$ cat src/rtl/mod_mapper_pp_if.sv
// Bit-stream input, block control and symbol-RAM write bus of the modulation mapper.
// The mapper sits on the slave modport; the bit source, consumer and RAM sit on master.
interface mod_mapper_pp_if #(
    parameter int DATA_W = 18,
    parameter int ADDR_W = 11
);
    // Bit_In is transferred on every rising clock edge where Bit_Valid and Bit_Ready are
    // both high. Bit_Valid never waits for Bit_Ready. Mod_Valid_OUT has no back-channel:
    // it is a one-cycle RAM write strobe qualifying Mod_OUT_I/Q, Wr_addr and Wr_bank.
    logic                     Bit_In;
    logic                     Bit_Valid;
    logic                     Bit_Ready;
    logic [3:0]               Order_Mod;
    logic [ADDR_W-1:0]        Num_Syms;
    logic                     Flush;
    logic [1:0]               Bank_Release;
    logic signed [DATA_W-1:0] Mod_OUT_I;
    logic signed [DATA_W-1:0] Mod_OUT_Q;
    logic                     Mod_Valid_OUT;
    logic [ADDR_W-1:0]        Wr_addr;
    logic                     Wr_bank;
    logic                     Block_Done;
    logic [ADDR_W-1:0]        Last_addr;
    logic                     Cfg_Err;
    logic [1:0]               dbg_state;

    modport master (
        output Bit_In, Bit_Valid, Order_Mod, Num_Syms, Flush, Bank_Release,
        input  Bit_Ready, Mod_OUT_I, Mod_OUT_Q, Mod_Valid_OUT, Wr_addr, Wr_bank,
               Block_Done, Last_addr, Cfg_Err, dbg_state
    );

    modport slave (
        input  Bit_In, Bit_Valid, Order_Mod, Num_Syms, Flush, Bank_Release,
        output Bit_Ready, Mod_OUT_I, Mod_OUT_Q, Mod_Valid_OUT, Wr_addr, Wr_bank,
               Block_Done, Last_addr, Cfg_Err, dbg_state
    );
endinterface

$ cat src/rtl/mod_mapper_pp.sv
// Serial-bit to Gray-mapped QPSK/16QAM/64QAM symbol mapper writing a ping-pong symbol RAM.
// Define MOD_QAM256_EN to add the 256QAM datapath (Order_Mod=8).
module mod_mapper_pp #(
    parameter int DATA_W    = 18,
    parameter int ADDR_W    = 11,
    parameter int MAX_SYMS  = 1200,
    parameter int SC_QPSK   = 724,
    parameter int SC_QAM16  = 324,
    parameter int SC_QAM64  = 158
`ifdef MOD_QAM256_EN
    , parameter int SC_QAM256 = 79
`endif
) (
    input logic             CLK_Mod,
    input logic             RST_Mod,
    mod_mapper_pp_if.slave  bus
);
    typedef enum logic [1:0] {S_IDLE = 2'd0, S_RUN = 2'd1, S_CLOSE = 2'd2, S_STALL = 2'd3} state_t;

    state_t                   state_q, state_d;
    logic [3:0]               cnt_q, cnt_d, ord_q, ord_d;
    logic [7:0]               sym_q, sym_d;
    logic [ADDR_W-1:0]        num_q, num_d, addr_q, addr_d, wa_q, wa_d, last_q, last_d;
    logic                     new_blk_q, new_blk_d, bank_q, bank_d;
    logic [1:0]               full_q, full_d;
    logic signed [DATA_W-1:0] i_q, i_d, q_q, q_d;
    logic                     vld_q, vld_d, done_q, done_d, err_q, err_d, rdy_q, rdy_d;
    logic                     accept, legal_now, complete, flush_ok;
    logic [3:0]               ord_now;

    function automatic logic is_legal(input logic [3:0] o);
        case (o)
            4'd2, 4'd4, 4'd6: return 1'b1;
`ifdef MOD_QAM256_EN
            4'd8:             return 1'b1;
`endif
            default:          return 1'b0;
        endcase
    endfunction

    function automatic logic signed [4:0] sgn(input logic b);
        return b ? -5'sd1 : 5'sd1;
    endfunction

    // b holds the four bits of one axis, b[0] being the most significant (sign) bit.
    function automatic logic signed [4:0] level(input logic [3:0] b, input logic [3:0] ord);
        logic signed [4:0] mag;
        case (ord)
            4'd4:    mag = 5'sd2 - sgn(b[1]);
            4'd6:    mag = 5'sd4 - sgn(b[1]) * (5'sd2 - sgn(b[2]));
`ifdef MOD_QAM256_EN
            4'd8:    mag = 5'sd8 - sgn(b[1]) * (5'sd4 - sgn(b[2]) * (5'sd2 - sgn(b[3])));
`endif
            default: mag = 5'sd1;
        endcase
        return sgn(b[0]) * mag;
    endfunction

    function automatic logic signed [DATA_W-1:0] scaled(input logic signed [4:0] l,
                                                        input logic [3:0] ord);
        logic signed [DATA_W-1:0] sc, lx;
        case (ord)
            4'd4:    sc = DATA_W'(SC_QAM16);
            4'd6:    sc = DATA_W'(SC_QAM64);
`ifdef MOD_QAM256_EN
            4'd8:    sc = DATA_W'(SC_QAM256);
`endif
            default: sc = DATA_W'(SC_QPSK);
        endcase
        lx = {{(DATA_W-5){l[4]}}, l};
        return lx * sc;
    endfunction

    always_comb begin
        state_d   = state_q;
        cnt_d     = cnt_q;
        sym_d     = sym_q;
        ord_d     = ord_q;
        num_d     = num_q;
        addr_d    = addr_q;
        new_blk_d = new_blk_q;
        bank_d    = bank_q;
        i_d       = i_q;
        q_d       = q_q;
        vld_d     = 1'b0;
        wa_d      = wa_q;
        done_d    = 1'b0;
        last_d    = last_q;
        err_d     = err_q;
        accept    = bus.Bit_Valid & rdy_q;
        ord_now   = new_blk_q ? bus.Order_Mod : ord_q;
        legal_now = is_legal(ord_now);
        complete  = 1'b0;
        flush_ok  = 1'b0;
        full_d    = full_q & ~bus.Bank_Release;

        case (state_q)
            S_IDLE, S_RUN: begin
                if (accept) begin
                    state_d = S_RUN;
                    if (new_blk_q) begin
                        new_blk_d = 1'b0;
                        ord_d     = bus.Order_Mod;
                        num_d     = (bus.Num_Syms == '0 || bus.Num_Syms > ADDR_W'(MAX_SYMS)) ?
                                    ADDR_W'(MAX_SYMS) : bus.Num_Syms;
                        if (!legal_now) err_d = 1'b1;
                    end
                    // An illegal order still consumes bits but never assembles a symbol.
                    if (legal_now) begin
                        sym_d[cnt_q[2:0]] = bus.Bit_In;
                        if (cnt_q + 4'd1 == ord_now) begin
                            complete = 1'b1;
                            cnt_d    = 4'd0;
                        end else begin
                            cnt_d = cnt_q + 4'd1;
                        end
                    end
                end
                if (complete) begin
                    i_d    = scaled(level({sym_d[6], sym_d[4], sym_d[2], sym_d[0]}, ord_now), ord_now);
                    q_d    = scaled(level({sym_d[7], sym_d[5], sym_d[3], sym_d[1]}, ord_now), ord_now);
                    vld_d  = 1'b1;
                    wa_d   = addr_q;
                    addr_d = addr_q + ADDR_W'(1);
                end
                flush_ok = (state_q == S_RUN) && bus.Flush && (addr_q != '0 || complete);
                // The final write and the Block_Done pulse share the CLOSE cycle.
                if ((complete && addr_q == num_q - ADDR_W'(1)) || flush_ok) begin
                    state_d   = S_CLOSE;
                    done_d    = 1'b1;
                    last_d    = complete ? addr_q : addr_q - ADDR_W'(1);
                    addr_d    = '0;
                    cnt_d     = 4'd0;
                    new_blk_d = 1'b1;
                end
            end
            S_CLOSE: begin
                full_d[bank_q] = 1'b1;
                bank_d         = ~bank_q;
                wa_d           = '0;
                state_d        = (full_q[~bank_q] && !bus.Bank_Release[~bank_q]) ? S_STALL : S_RUN;
            end
            S_STALL: begin
                if (bus.Bank_Release[bank_q]) state_d = S_RUN;
            end
            default: state_d = S_IDLE;
        endcase
        rdy_d = (state_d == S_IDLE) || (state_d == S_RUN);
    end

    always_ff @(posedge CLK_Mod or negedge RST_Mod) begin
        if (!RST_Mod) begin
            state_q   <= S_IDLE;
            cnt_q     <= '0;
            sym_q     <= '0;
            ord_q     <= '0;
            num_q     <= '0;
            addr_q    <= '0;
            new_blk_q <= 1'b1;
            bank_q    <= 1'b0;
            full_q    <= '0;
            i_q       <= '0;
            q_q       <= '0;
            vld_q     <= 1'b0;
            wa_q      <= '0;
            done_q    <= 1'b0;
            last_q    <= '0;
            err_q     <= 1'b0;
            rdy_q     <= 1'b0;
        end else begin
            state_q   <= state_d;
            cnt_q     <= cnt_d;
            sym_q     <= sym_d;
            ord_q     <= ord_d;
            num_q     <= num_d;
            addr_q    <= addr_d;
            new_blk_q <= new_blk_d;
            bank_q    <= bank_d;
            full_q    <= full_d;
            i_q       <= i_d;
            q_q       <= q_d;
            vld_q     <= vld_d;
            wa_q      <= wa_d;
            done_q    <= done_d;
            last_q    <= last_d;
            err_q     <= err_d;
            rdy_q     <= rdy_d;
        end
    end

    assign bus.Bit_Ready     = rdy_q;
    assign bus.Mod_OUT_I     = i_q;
    assign bus.Mod_OUT_Q     = q_q;
    assign bus.Mod_Valid_OUT = vld_q;
    assign bus.Wr_addr       = wa_q;
    assign bus.Wr_bank       = bank_q;
    assign bus.Block_Done    = done_q;
    assign bus.Last_addr     = last_q;
    assign bus.Cfg_Err       = err_q;
    assign bus.dbg_state     = state_q;
endmodule
$ cat src/flat_wrapper.sv
// flat-port wrapper written by rule: the top's interface ports become plain ports
module mod_mapper_pp_flat 
#(
    parameter int DATA_W    = 18,
    parameter int ADDR_W    = 11,
    parameter int MAX_SYMS  = 1200,
    parameter int SC_QPSK   = 724,
    parameter int SC_QAM16  = 324,
    parameter int SC_QAM64  = 158

)
  (CLK_Mod, RST_Mod, bus_Bit_In, bus_Bit_Valid, bus_Order_Mod, bus_Num_Syms, bus_Flush, bus_Bank_Release, bus_Bit_Ready, bus_Mod_OUT_I, bus_Mod_OUT_Q, bus_Mod_Valid_OUT, bus_Wr_addr, bus_Wr_bank, bus_Block_Done, bus_Last_addr, bus_Cfg_Err, bus_dbg_state);
  mod_mapper_pp_if #(.DATA_W(DATA_W), .ADDR_W(ADDR_W)) bus_i ();
  input logic CLK_Mod;
  input logic RST_Mod;
  input wire logic [$bits(bus_i.Bit_In)-1:0] bus_Bit_In;
  input wire logic [$bits(bus_i.Bit_Valid)-1:0] bus_Bit_Valid;
  input wire logic [$bits(bus_i.Order_Mod)-1:0] bus_Order_Mod;
  input wire logic [$bits(bus_i.Num_Syms)-1:0] bus_Num_Syms;
  input wire logic [$bits(bus_i.Flush)-1:0] bus_Flush;
  input wire logic [$bits(bus_i.Bank_Release)-1:0] bus_Bank_Release;
  output wire logic [$bits(bus_i.Bit_Ready)-1:0] bus_Bit_Ready;
  output wire logic [$bits(bus_i.Mod_OUT_I)-1:0] bus_Mod_OUT_I;
  output wire logic [$bits(bus_i.Mod_OUT_Q)-1:0] bus_Mod_OUT_Q;
  output wire logic [$bits(bus_i.Mod_Valid_OUT)-1:0] bus_Mod_Valid_OUT;
  output wire logic [$bits(bus_i.Wr_addr)-1:0] bus_Wr_addr;
  output wire logic [$bits(bus_i.Wr_bank)-1:0] bus_Wr_bank;
  output wire logic [$bits(bus_i.Block_Done)-1:0] bus_Block_Done;
  output wire logic [$bits(bus_i.Last_addr)-1:0] bus_Last_addr;
  output wire logic [$bits(bus_i.Cfg_Err)-1:0] bus_Cfg_Err;
  output wire logic [$bits(bus_i.dbg_state)-1:0] bus_dbg_state;
  assign bus_i.Bit_In = bus_Bit_In;
  assign bus_i.Bit_Valid = bus_Bit_Valid;
  assign bus_i.Order_Mod = bus_Order_Mod;
  assign bus_i.Num_Syms = bus_Num_Syms;
  assign bus_i.Flush = bus_Flush;
  assign bus_i.Bank_Release = bus_Bank_Release;
  assign bus_Bit_Ready = bus_i.Bit_Ready;
  assign bus_Mod_OUT_I = bus_i.Mod_OUT_I;
  assign bus_Mod_OUT_Q = bus_i.Mod_OUT_Q;
  assign bus_Mod_Valid_OUT = bus_i.Mod_Valid_OUT;
  assign bus_Wr_addr = bus_i.Wr_addr;
  assign bus_Wr_bank = bus_i.Wr_bank;
  assign bus_Block_Done = bus_i.Block_Done;
  assign bus_Last_addr = bus_i.Last_addr;
  assign bus_Cfg_Err = bus_i.Cfg_Err;
  assign bus_dbg_state = bus_i.dbg_state;
  mod_mapper_pp #(.DATA_W(DATA_W), .ADDR_W(ADDR_W), .MAX_SYMS(MAX_SYMS), .SC_QPSK(SC_QPSK), .SC_QAM16(SC_QAM16), .SC_QAM64(SC_QAM64)) u_core (.CLK_Mod(CLK_Mod), .RST_Mod(RST_Mod), .bus(bus_i));
endmodule
$ cat config.mk
export PLATFORM = sky130hd
export DESIGN_NAME = mod_mapper_pp_flat
export DESIGN_NICKNAME = d
export VERILOG_FILES = /design/src/rtl/mod_mapper_pp_if.sv /design/src/rtl/mod_mapper_pp.sv /design/src/flat_wrapper.sv
export SDC_FILE = /design/constraint.sdc
export NUM_CORES = 1
export LEC_CHECK = 0
export ABC_AREA = 1
export BUFFER_PORTS_ARGS = -buffer_cell sky130_fd_sc_hd__buf_2
export CORE_UTILIZATION = 55
export DETAILED_ROUTE_END_ITERATION = 10
export GPL_ROUTABILITY_DRIVEN = 0
export MAX_ROUTING_LAYER = met4
export PLACE_DENSITY = 0.78
export SYNTH_ARGS = -nofsm -noshare
export SYNTH_HDL_FRONTEND = slang
export SYNTH_SLANG_ARGS = --single-unit
export TNS_END_PERCENT = 20
$ cat constraint.sdc
create_clock -name CLK_Mod -period 7.3 [get_ports CLK_Mod]
set_input_delay 1.46 -clock CLK_Mod [delete_from_list [all_inputs] [get_ports CLK_Mod]]
set_output_delay 1.46 -clock CLK_Mod [all_outputs]
set_load 0.03 [all_outputs]
### Yosys cells after proc, flatten, opt, wreduce, memory -nomap -nowiden

Cells that the tools add are included.

| word-level totals | value |
|---|---|
| flip-flop bits (word level) | 106 |
| input bits | 22 |
| output and inout bits | 65 |
| word-level logic and storage cells | 146 |

| cells by class | value |
|---|---|
| add/subtract/negate cells | 10 |
| multipliers | 6 |
| magnitude comparators | 6 |
| equality and inequality tests | 12 |
| multiplexer cells | 57 |
| bitwise gates (word level) | 6 |
| reductions and logical operators | 31 |

Operators with widths:

| operator | number |
|---|---|
| 11-bit two-way mux | 5 |
| 5-bit two-way mux | 10 |
| 5-bit by 18-bit multiplier with 18-bit output | 2 |
| 18-bit two-way mux | 2 |
| 8-bit two-way mux | 3 |
| 11-bit one-hot mux with 2 select lines | 1 |
| 11-bit by 1-bit subtractor with 11-bit output (second input constant) | 2 |
| 5-bit by 5-bit multiplier with 5-bit output | 4 |
| 4-bit two-way mux | 5 |
| 10-bit one-hot mux with 2 select lines | 1 |
| 5-bit one-hot mux with 2 select lines | 2 |
| 3-bit by 5-bit subtractor with 5-bit output (first input constant) | 4 |
| 1-bit two-way mux | 19 |
| 2-bit AND reduction | 6 |
| 11-bit by 1-bit adder with 11-bit output (second input constant) | 1 |
| 11-bit == test | 1 |
| 11-bit > comparator (second input constant) | 1 |
| 11-bit zero test | 1 |
| 11-bit nonzero test | 1 |
| 2-bit two-way mux | 5 |
| 4-bit by 5-bit subtractor with 5-bit output (first input constant) | 2 |
| 3-bit AND reduction | 3 |
| 8-bit bitwise mux | 1 |
| 4-bit by 3-bit == test with 1-bit output (second input constant) | 2 |
| 26 further kinds | 44 |

### Logic depth before layout (Yosys ltp)

Gate-level depths: netlist of run 1.

| logic depth | value |
|---|---|
| word-level depth | 17 |
| mapped depth | 49 |
| depth with buffers taken out | 47 |

### Worst setup path after synthesis of run 1

OpenSTA, ideal clock, no wires.

| timing path | value |
|---|---|
| kind | input to register |
| start | input port bus_Order_Mod[0] |
| end | register u_core.q_q[13] (netlist: u_core.bus.Mod_OUT_Q[13]) |
| setup time | 0.127 ns |
| arrival time | 7.755 ns |
| required time | 7.173 ns |
| setup slack | -0.583 ns |
| cell stages on the path | 36 |
| buffers on the path | 0 |
| cells stage by stage | nand2_1 > nand2_1 > nor2_8 > nand2_4 > nor2_8 > nand3_1 > mux2i_1 > ha_1 > inv_1 > or2_2 > a21oi_4 > xor2_1 > ha_1 > inv_1 > fa_1 > xnor2_1 > xor2_1 > xor2_1 > nand3_1 > nand2_2 > inv_1 > nor2_1 > fa_1 > fa_1 > inv_1 > fa_1 > inv_1 > ha_1 > a21o_1 > nor2_1 > nand2_1 > nand2_1 > nand2_1 > a21oi_1 > xor2_1 > o21ai_0 |

| on the way | value |
|---|---|
| longest elaborated chain between the ends | 16 |
| elaborated cells on any way between the ends | 30 |
| classes of those cells | add/sub (3); mul (3); eq/ne (4); mux (18); reduce/logical (2) |

RTL lines:

| item | RTL line | RTL |
|---|---|---|
| from (decl) | flat_wrapper.sv:18 | `input wire logic [$bits(bus_i.Order_Mod)-1:0] bus_Order_Mod;` |
| 4-bit two-way mux (*) | n/a |  |
| 4-bit by 2-bit == test with 1-bit output or 4-bit by 3-bit == test with 1-bit output (tied branches) | mod_mapper_pp.sv:32, mod_mapper_pp.sv:48, mod_mapper_pp.sv:62 |  |
| 3-bit OR reduction | mod_mapper_pp.sv:32 | `case (o)` |
| 1-bit two-way mux | mod_mapper_pp.sv:32 |  |
| 8-bit two-way mux | mod_mapper_pp.sv:109 | `if (legal_now) begin` |
| 8-bit two-way mux | mod_mapper_pp.sv:99 | `if (accept) begin` |
| 8-bit two-way mux | mod_mapper_pp.sv:97 | `case (state_q)` |
| 5-bit two-way mux | mod_mapper_pp.sv:42 | `return b ? -5'sd1 : 5'sd1;` |
| 3-bit by 5-bit subtractor with 5-bit output | mod_mapper_pp.sv:50 | `4'd6: mag = 5'sd4 - sgn(b[1]) * (5'sd2 - sgn(b[2]));` |
| 5-bit by 5-bit multiplier with 5-bit output | mod_mapper_pp.sv:50 |  |
| 4-bit by 5-bit subtractor with 5-bit output | mod_mapper_pp.sv:50 |  |
| 5-bit one-hot mux with 2 select lines | mod_mapper_pp.sv:48 | `case (ord)` |
| 5-bit two-way mux | mod_mapper_pp.sv:119 | `if (complete) begin` |
| 5-bit two-way mux | mod_mapper_pp.sv:97 |  |
| 5-bit by 5-bit multiplier with 5-bit output | mod_mapper_pp.sv:56 | `return sgn(b[0]) * mag;` |
| 5-bit by 18-bit multiplier with 18-bit output | mod_mapper_pp.sv:71 | `return lx * sc;` |
| to (signal assigned) | mod_mapper_pp.sv:181 | `q_q <= q_d;` |
| to (decl) | mod_mapper_pp.sv:26 | `logic signed [DATA_W-1:0] i_q, i_d, q_q, q_d;` |

Every way passes the cells marked *; elsewhere a longest branch is shown, timed or not. The select of a mux whose other input is x is not followed.
A chain may end at the register's enable or synchronous reset.

### Worst setup path after layout of run 1

| timing path | value |
|---|---|
| start | input port bus_Order_Mod[3] |
| end | register u_core.q_q[11] (netlist: u_core.bus.Mod_OUT_Q[11]) |

Same word-level chain as after synthesis.

==> reports/metrics.yaml, run 1 <==
yosys:
  avgSynthCellArea_um2: 7.42
  synthArstFlopShare: 1.00
  synth_top_area_share: 0.287
  synthesis.instances: 1177
  synth.most_common_cell: "nand2_1"
  synthFlopType: "dfrtp_1"
  yosysWarnings: 0
  yosys-top-cells-count: "nand2_1 (311), inv_1 (197), dfrtp_1 (100), ha_1 (85), nor2_1 (84)"
  yosysTopAreaCell: "dfrtp_1"
  synth_area_um2: 8730
  yosys-top-cells-area: "dfrtp_1 (29%), nand2_1 (13%), ha_1 (12%)"
  synth_cell_type_count: 46
  synth_edf_count: 0
  seq_area_frac_synth: 0.290
  synth_seq_cells: 101
final_layout:
  multi_input_area_um2: 5810
  utilization: 0.714
  drive_above_1_share: 0.271
  fillers: 1192
  area_growth_pct: 25.6
  regArea_um2: 2530
  n_antenna_cell: 0
  final_nets: 1489
route:
  avgViaCountPerCell: 5.22
  drcViolationCount: 0
  firstDrtPassIters: 6
  vias: 8168
  wirelength_mm: 22.0
  drt_iter0_drc: 594
  drtAntennaViolNets: 0
  wl_per_cell_um: 14.1
timing:
  hold_viol_final: 0
  setup_ws_ps: -108
  finalSetupTns_ps: -889
  grt_setup_unrepaired: "yes"
  layout_min_cycle_time_ps: 7410
  slew_violations: 0
  clock.fmax_mhz: 135
  final-setup-viol-count: 15
  finalCritPeriodShare: 1.01
  slew_headroom: 0.264
  tightest_slew_ps: 1100
  clock_skew_ps: 12.3
setup_path:
  crit_slowest_cell: "fa_1"
  cp-start-kind: "primary input"
  reg2regPathDepth: 40
  cp_num_buf_inv: 12
  crit_path_end_kind: "flop"
  crit_arrival_ps: 7650
  path_depth: 40
  crit_type: "primary input to flop"
  cp_max_fo: 4
  r2r_slack_ps: 330
  critPathTopFamily: "adder cells"
  required_ps: 7540
  crit_path_max_incr_delay_ps: 580
min_path:
  hp-class: "flop to flop"
  holdPathStages: 1
run:
  drv_cap: 0
clocking:
  hold_buffers: 0
  clkSlewWorstSetupHoldPaths_ps: 70
  insertion_delay_ps: 360
  cts_tree: "built"
  cts_buffers: 9
  htree_num_levels: 3
  cts.sinks: 101
  root_buffer: "clkbuf_16"
  clk_path_buf_depth: 2
place:
  io_buffers: 84
  dp_hpwl_mm: 16.0
grt:
  grt_pass1_wl_mm: 36.4
  antenna_found_initial: 0
  grt.total_usage: 0.288
  grt_overflow: 0
  grt_pass1_vias: 7988
  grt_max_degree: 67
status:
  failed_checks: "setup timing"
  outcome: "finished with violations"
die:
  die_w_um: 128
  start_util: 0.568
  rows: 45
  core_area_um2: 15400
  die_area_um2: 16400
  num_io_pins: 87
  die_y_um: 128
## flip-flops by register name, indices dropped and copies added, names as in the netlist, 2 cells and up
register              count
u_core.bus.Mod_OUT_Q     17
u_core.bus.Mod_OUT_I     16
u_core.addr_q            11
u_core.bus.Last_addr     11
u_core.bus.Wr_addr       11
u_core.num_q             11
u_core.sym_q              6
u_core.cnt_q              4
u_core.ord_q              4
u_core.bus.dbg_state      2
u_core.full_q             2
## worst reg2reg max path, delay by kind of cell (launching register included)
kind | cells | cell delay [ps]
multiplexers | 1 | 250
adder cells (fa/ha/maj) | 8 | 2790
flip-flops | 1 | 560
XOR/XNOR | 3 | 560
buffers and inverters | 12 | 1070
AND/OR/NAND/NOR | 13 | 1190
AO/OA/AOI/OAI | 3 | 450
## worst paths after layout
kind,end,start
setup / recovery,u_core.bus.Mod_OUT_Q[11],bus_Order_Mod[3]
hold reg to reg,u_core.bus.Cfg_Err,u_core.bus.Cfg_Err
max in group asynchronous,u_core.bus.Mod_OUT_Q[17],RST_Mod
setup reg to reg,u_core.bus.Mod_OUT_Q[11],u_core.new_blk_q
hold / removal,u_core.bus.Cfg_Err,u_core.bus.Cfg_Err
min in group asynchronous,u_core.sym_q[0],RST_Mod
## routing by layer
metal  share of wire  vias up  track usage
met5               0        -            -
met4           0.028        0       0.0934
met3           0.048       50       0.0472
met2            0.51      258        0.507
met1            0.42     3848        0.336
li1                -     4012            -
## cells by family (layout without fill, tap and decap cells)
logic type,Yosys count,after routing,synth area share
AOI/OAI and AO/OA,134,134,0.0827
xor gates and xnor gates,43,43,0.0440
adders and majority gates,119,119,0.200
buffers and inverters,240,415,0.113
DFF,101,101,0.290
muxes,3,3,0.00344
other,2,3,0.000860
and+or+nand+nor,535,535,0.267
## stage by stage
| stage | instance area, µm² | worst slack, ps | hold slack (ps) | std cells |
|---|---|---|---|---|
| 3_5_place_dp | 10100 | -526 | 453 | 1525 |
| 4_1_cts | 10700 | -90.6 | 467 | 1556 |
| 3_3_place_gp | 10100 | -358 | 434 | 1525 |
| 6_report | 11000 | -108 | 458 | 1564 |
| 5_1_grt | 11000 | -425 | 489 | 1564 |
| 2_1_floorplan | 9020 | -92.5 | 450 | 1178 |
## layout make-up
class / instances / area share
Sequential cell: 101 / 0.231
Inverter: 208 / 0.0721
Multi-Input combinational cell: 837 / 0.530
Tap cell: 211 / 0.0241
Clock buffer: 11 / 0.0221
Timing Repair Buffer: 191 / 0.115
Clock inverter: 5 / 0.00605
## cell usage in the layout, fill, tap and decap left out, types with 33 or more instances in the layout
master / n
o21ai_0: 55
buf_2: 80
ha_1: 69
xor2_1: 33
nand3_1: 73
nand2_1: 285
inv_1: 175
nor2_1: 77
dfrtp_1: 100
buf_4: 105
## timing repair
action | CTS | global route
pin swaps | 69 | 65
gates cloned | 0 | 0
buffers inserted | 15 | 8
gates resized for setup | 42 | 49
endpoints found under the setup margin | 18 | 23
Power of run 1 is left out: the tool's default activity adds up to more than one toggle a clock period on the data nets, which glitch-free logic cannot reach.
==> run 2: changes to the inputs <==
--- a/config.mk
+++ b/config.mk
@@ -7,11 +7,12 @@
 export LEC_CHECK = 0
 export ABC_AREA = 1
 export BUFFER_PORTS_ARGS = -buffer_cell sky130_fd_sc_hd__buf_2
-export CORE_UTILIZATION = 55
+export CORE_ASPECT_RATIO = 1.4
+export CORE_UTILIZATION = 65
 export DETAILED_ROUTE_END_ITERATION = 10
 export GPL_ROUTABILITY_DRIVEN = 0
 export MAX_ROUTING_LAYER = met4
-export PLACE_DENSITY = 0.78
+export PLACE_DENSITY = 0.87
 export SYNTH_ARGS = -nofsm -noshare
 export SYNTH_HDL_FRONTEND = slang
 export SYNTH_SLANG_ARGS = --single-unit
==> constraint.sdc (replaced) <==
create_clock -name CLK_Mod -period 8.9 [get_ports CLK_Mod]
set_input_delay 1.78 -clock CLK_Mod [delete_from_list [all_inputs] [get_ports CLK_Mod]]
set_output_delay 1.78 -clock CLK_Mod [all_outputs]
set_load 0.03 [all_outputs]
==> run 2 against run 1 <==
  * The flow now finishes without violations
  * Die area down 15%
  * Utilization rose by 2.5 points
  * Setup slack better by 560 ps
  * First-iteration DRC count shrank 34%
  * Critical endpoint is now u_core.bus.Mod_OUT_I[14]
==> reports/metrics.yaml, run 2 (synthesis results as in run 1) <==
die:
  core_area_um2: 13000  # -15%
  die_area_um2: 13900  # -15%
  start_util: 0.672  # +0.104
  rows: 49  # +8.9%
  die_w_um: 100  # -22%
  num_io_pins: 87  # unchanged
  die_y_um: 139  # +8.7%
grt:
  grt_max_degree: 65  # -3.0%
  antenna_found_initial: 0  # unchanged
  grt_pass1_vias: 7875  # -1.4%
  grt.total_usage: 0.334  # +0.0453
  grt_pass1_wl_mm: 35.4  # -2.8%
  grt_overflow: 0  # unchanged
clocking:
  cts_setup_buffers: 0  # -15
  insertion_delay_ps: 370  # about the same
  cts.sinks: 101  # unchanged
  cts_tree: "built"
  cts_buffers: 9  # unchanged
  clkSlewWorstSetupHoldPaths_ps: 70  # about the same
  cts_resized: 0  # -100%
  clk_path_buf_depth: 2  # unchanged
  root_buffer: "clkbuf_16"
  hold_buffers: 0  # unchanged
  htree_num_levels: 3  # unchanged
final_layout:
  regArea_um2: 2530  # unchanged
  n_antenna_cell: 0  # unchanged
  layout_commonest_cell: "nand2_1"
  final_area_um2: 9600  # -12%
  multi_input_area_um2: 5270  # -9.4%
  final_cell_mix: "nand2_1 (310), inv_1 (196), dfrtp_1 (100)"
  fillers: 1011  # -15%
  drive_above_1_share: 0.125  # -0.146
  utilization: 0.739  # +0.0252
  final_nets: 1388  # -6.8%
  largest_register_ffs: 17  # unchanged
  area_growth_pct: 9.96
route:
  drt_iter0_drc: 390  # -34%
  wirelength_mm: 21.3  # -3.4%
  vias: 7850  # -3.9%
  drtAntennaViolNets: 0  # unchanged
  firstDrtPassIters: 5  # -1
  wl_per_cell_um: 14.9  # +5.6%
  avgViaCountPerCell: 5.49  # +5.1%
  drcViolationCount: 0  # unchanged
timing:
  finalSetupTns_ps: 0  # +889 ps
  clock_skew_ps: 13.6  # +1.29 ps
  tightest_slew_ps: 1160  # +59.2 ps
  clock.fmax_mhz: 118
  slew_violations: 0  # unchanged
  hold_viol_final: 0  # unchanged
  finalCritPeriodShare: 0.950
  slew_headroom: 0.224  # -0.0396
  layout_min_cycle_time_ps: 8450
  final-setup-viol-count: 0  # -15
setup_path:
  crit_arrival_ps: 8670  # +1020 ps
  cp-start-kind: "primary input"
  crit_type: "primary input to flop"
  r2r_slack_ps: 1300  # +970 ps
  required_ps: 9120  # +1580 ps
  crit_path_end_kind: "flop"
  path_common_cell: "nand2_1"
  crit_slowest_cell: "fa_1"
  crit_path_max_incr_delay_ps: 550  # -30 ps
  cp_max_fo: 9  # +5
status:
  outcome: "finished, final reports clean"
place:
  dp_hpwl_mm: 15.6  # -2.4%
  io_buffers: 84  # unchanged
  place_area_um2: 9230  # -9.0%
min_path:
  hp-class: "flop to flop"
run:
  drv_cap: 0  # unchanged
-- run 2: layout make-up --
class	count	area share
Clock buffer	9	0.0235
Inverter	208	0.0818
Sequential cell	101	0.263
Tap cell	178	0.0232
Timing Repair Buffer	90	0.0487
Multi-Input combinational cell	837	0.549
Clock inverter	7	0.0109
-- run 2: path summary, 6_finish.rpt --
check                                   startpoint                  endpoint  cells past startpoint
max                               bus_Order_Mod[1]  u_core.bus.Mod_OUT_I[14]                     40
min                        u_core.bus.Last_addr[5]   u_core.bus.Last_addr[5]                      2
max reg2reg                       u_core.new_blk_q  u_core.bus.Mod_OUT_I[14]                     39
min reg2reg                u_core.bus.Last_addr[5]   u_core.bus.Last_addr[5]                      2
max in group asynchronous                  RST_Mod     u_core.bus.Wr_addr[1]                      2
min in group asynchronous                  RST_Mod           u_core.num_q[2]                      1
-- run 2: metrics by stage --
| step | cells | hold WS (ps) | setup WS, ps |
|---|---|---|---|
| 2_1_floorplan | 1178 | 450 | 697 |
| 3_3_place_gp | 1414 | 453 | 254 |
| 3_5_place_dp | 1414 | 457 | -16.5 |
| 4_1_cts | 1430 | 478 | 318 |
| 5_1_grt | 1430 | 492 | -54.8 |
| 6_report | 1430 | 474 | 449 |
-- run 2: critical path, delay by kind of cell --
| family | cells | cell delay, ps |
|---|---|---|
| AOI/OAI and AO/OA | 3 | 450 |
| xor gates and xnor gates | 4 | 720 |
| adders and majority gates | 7 | 2910 |
| buffers and inverters | 7 | 420 |
| muxes | 1 | 250 |
| and+or+nand+nor | 18 | 2100 |
-- run 2: routing by layer --
metal / global-route usage / vias to the layer above / routed length, µm
met1: 0.354 / 3668 / 8050
met2: 0.596 / 279 / 11400
met3: 0.0378 / 77 / 963
li1: - / 3826 / -
met5: - / - / 0
met4: 0.182 / 0 / 901
Power of run 2 is left out for the same reason.
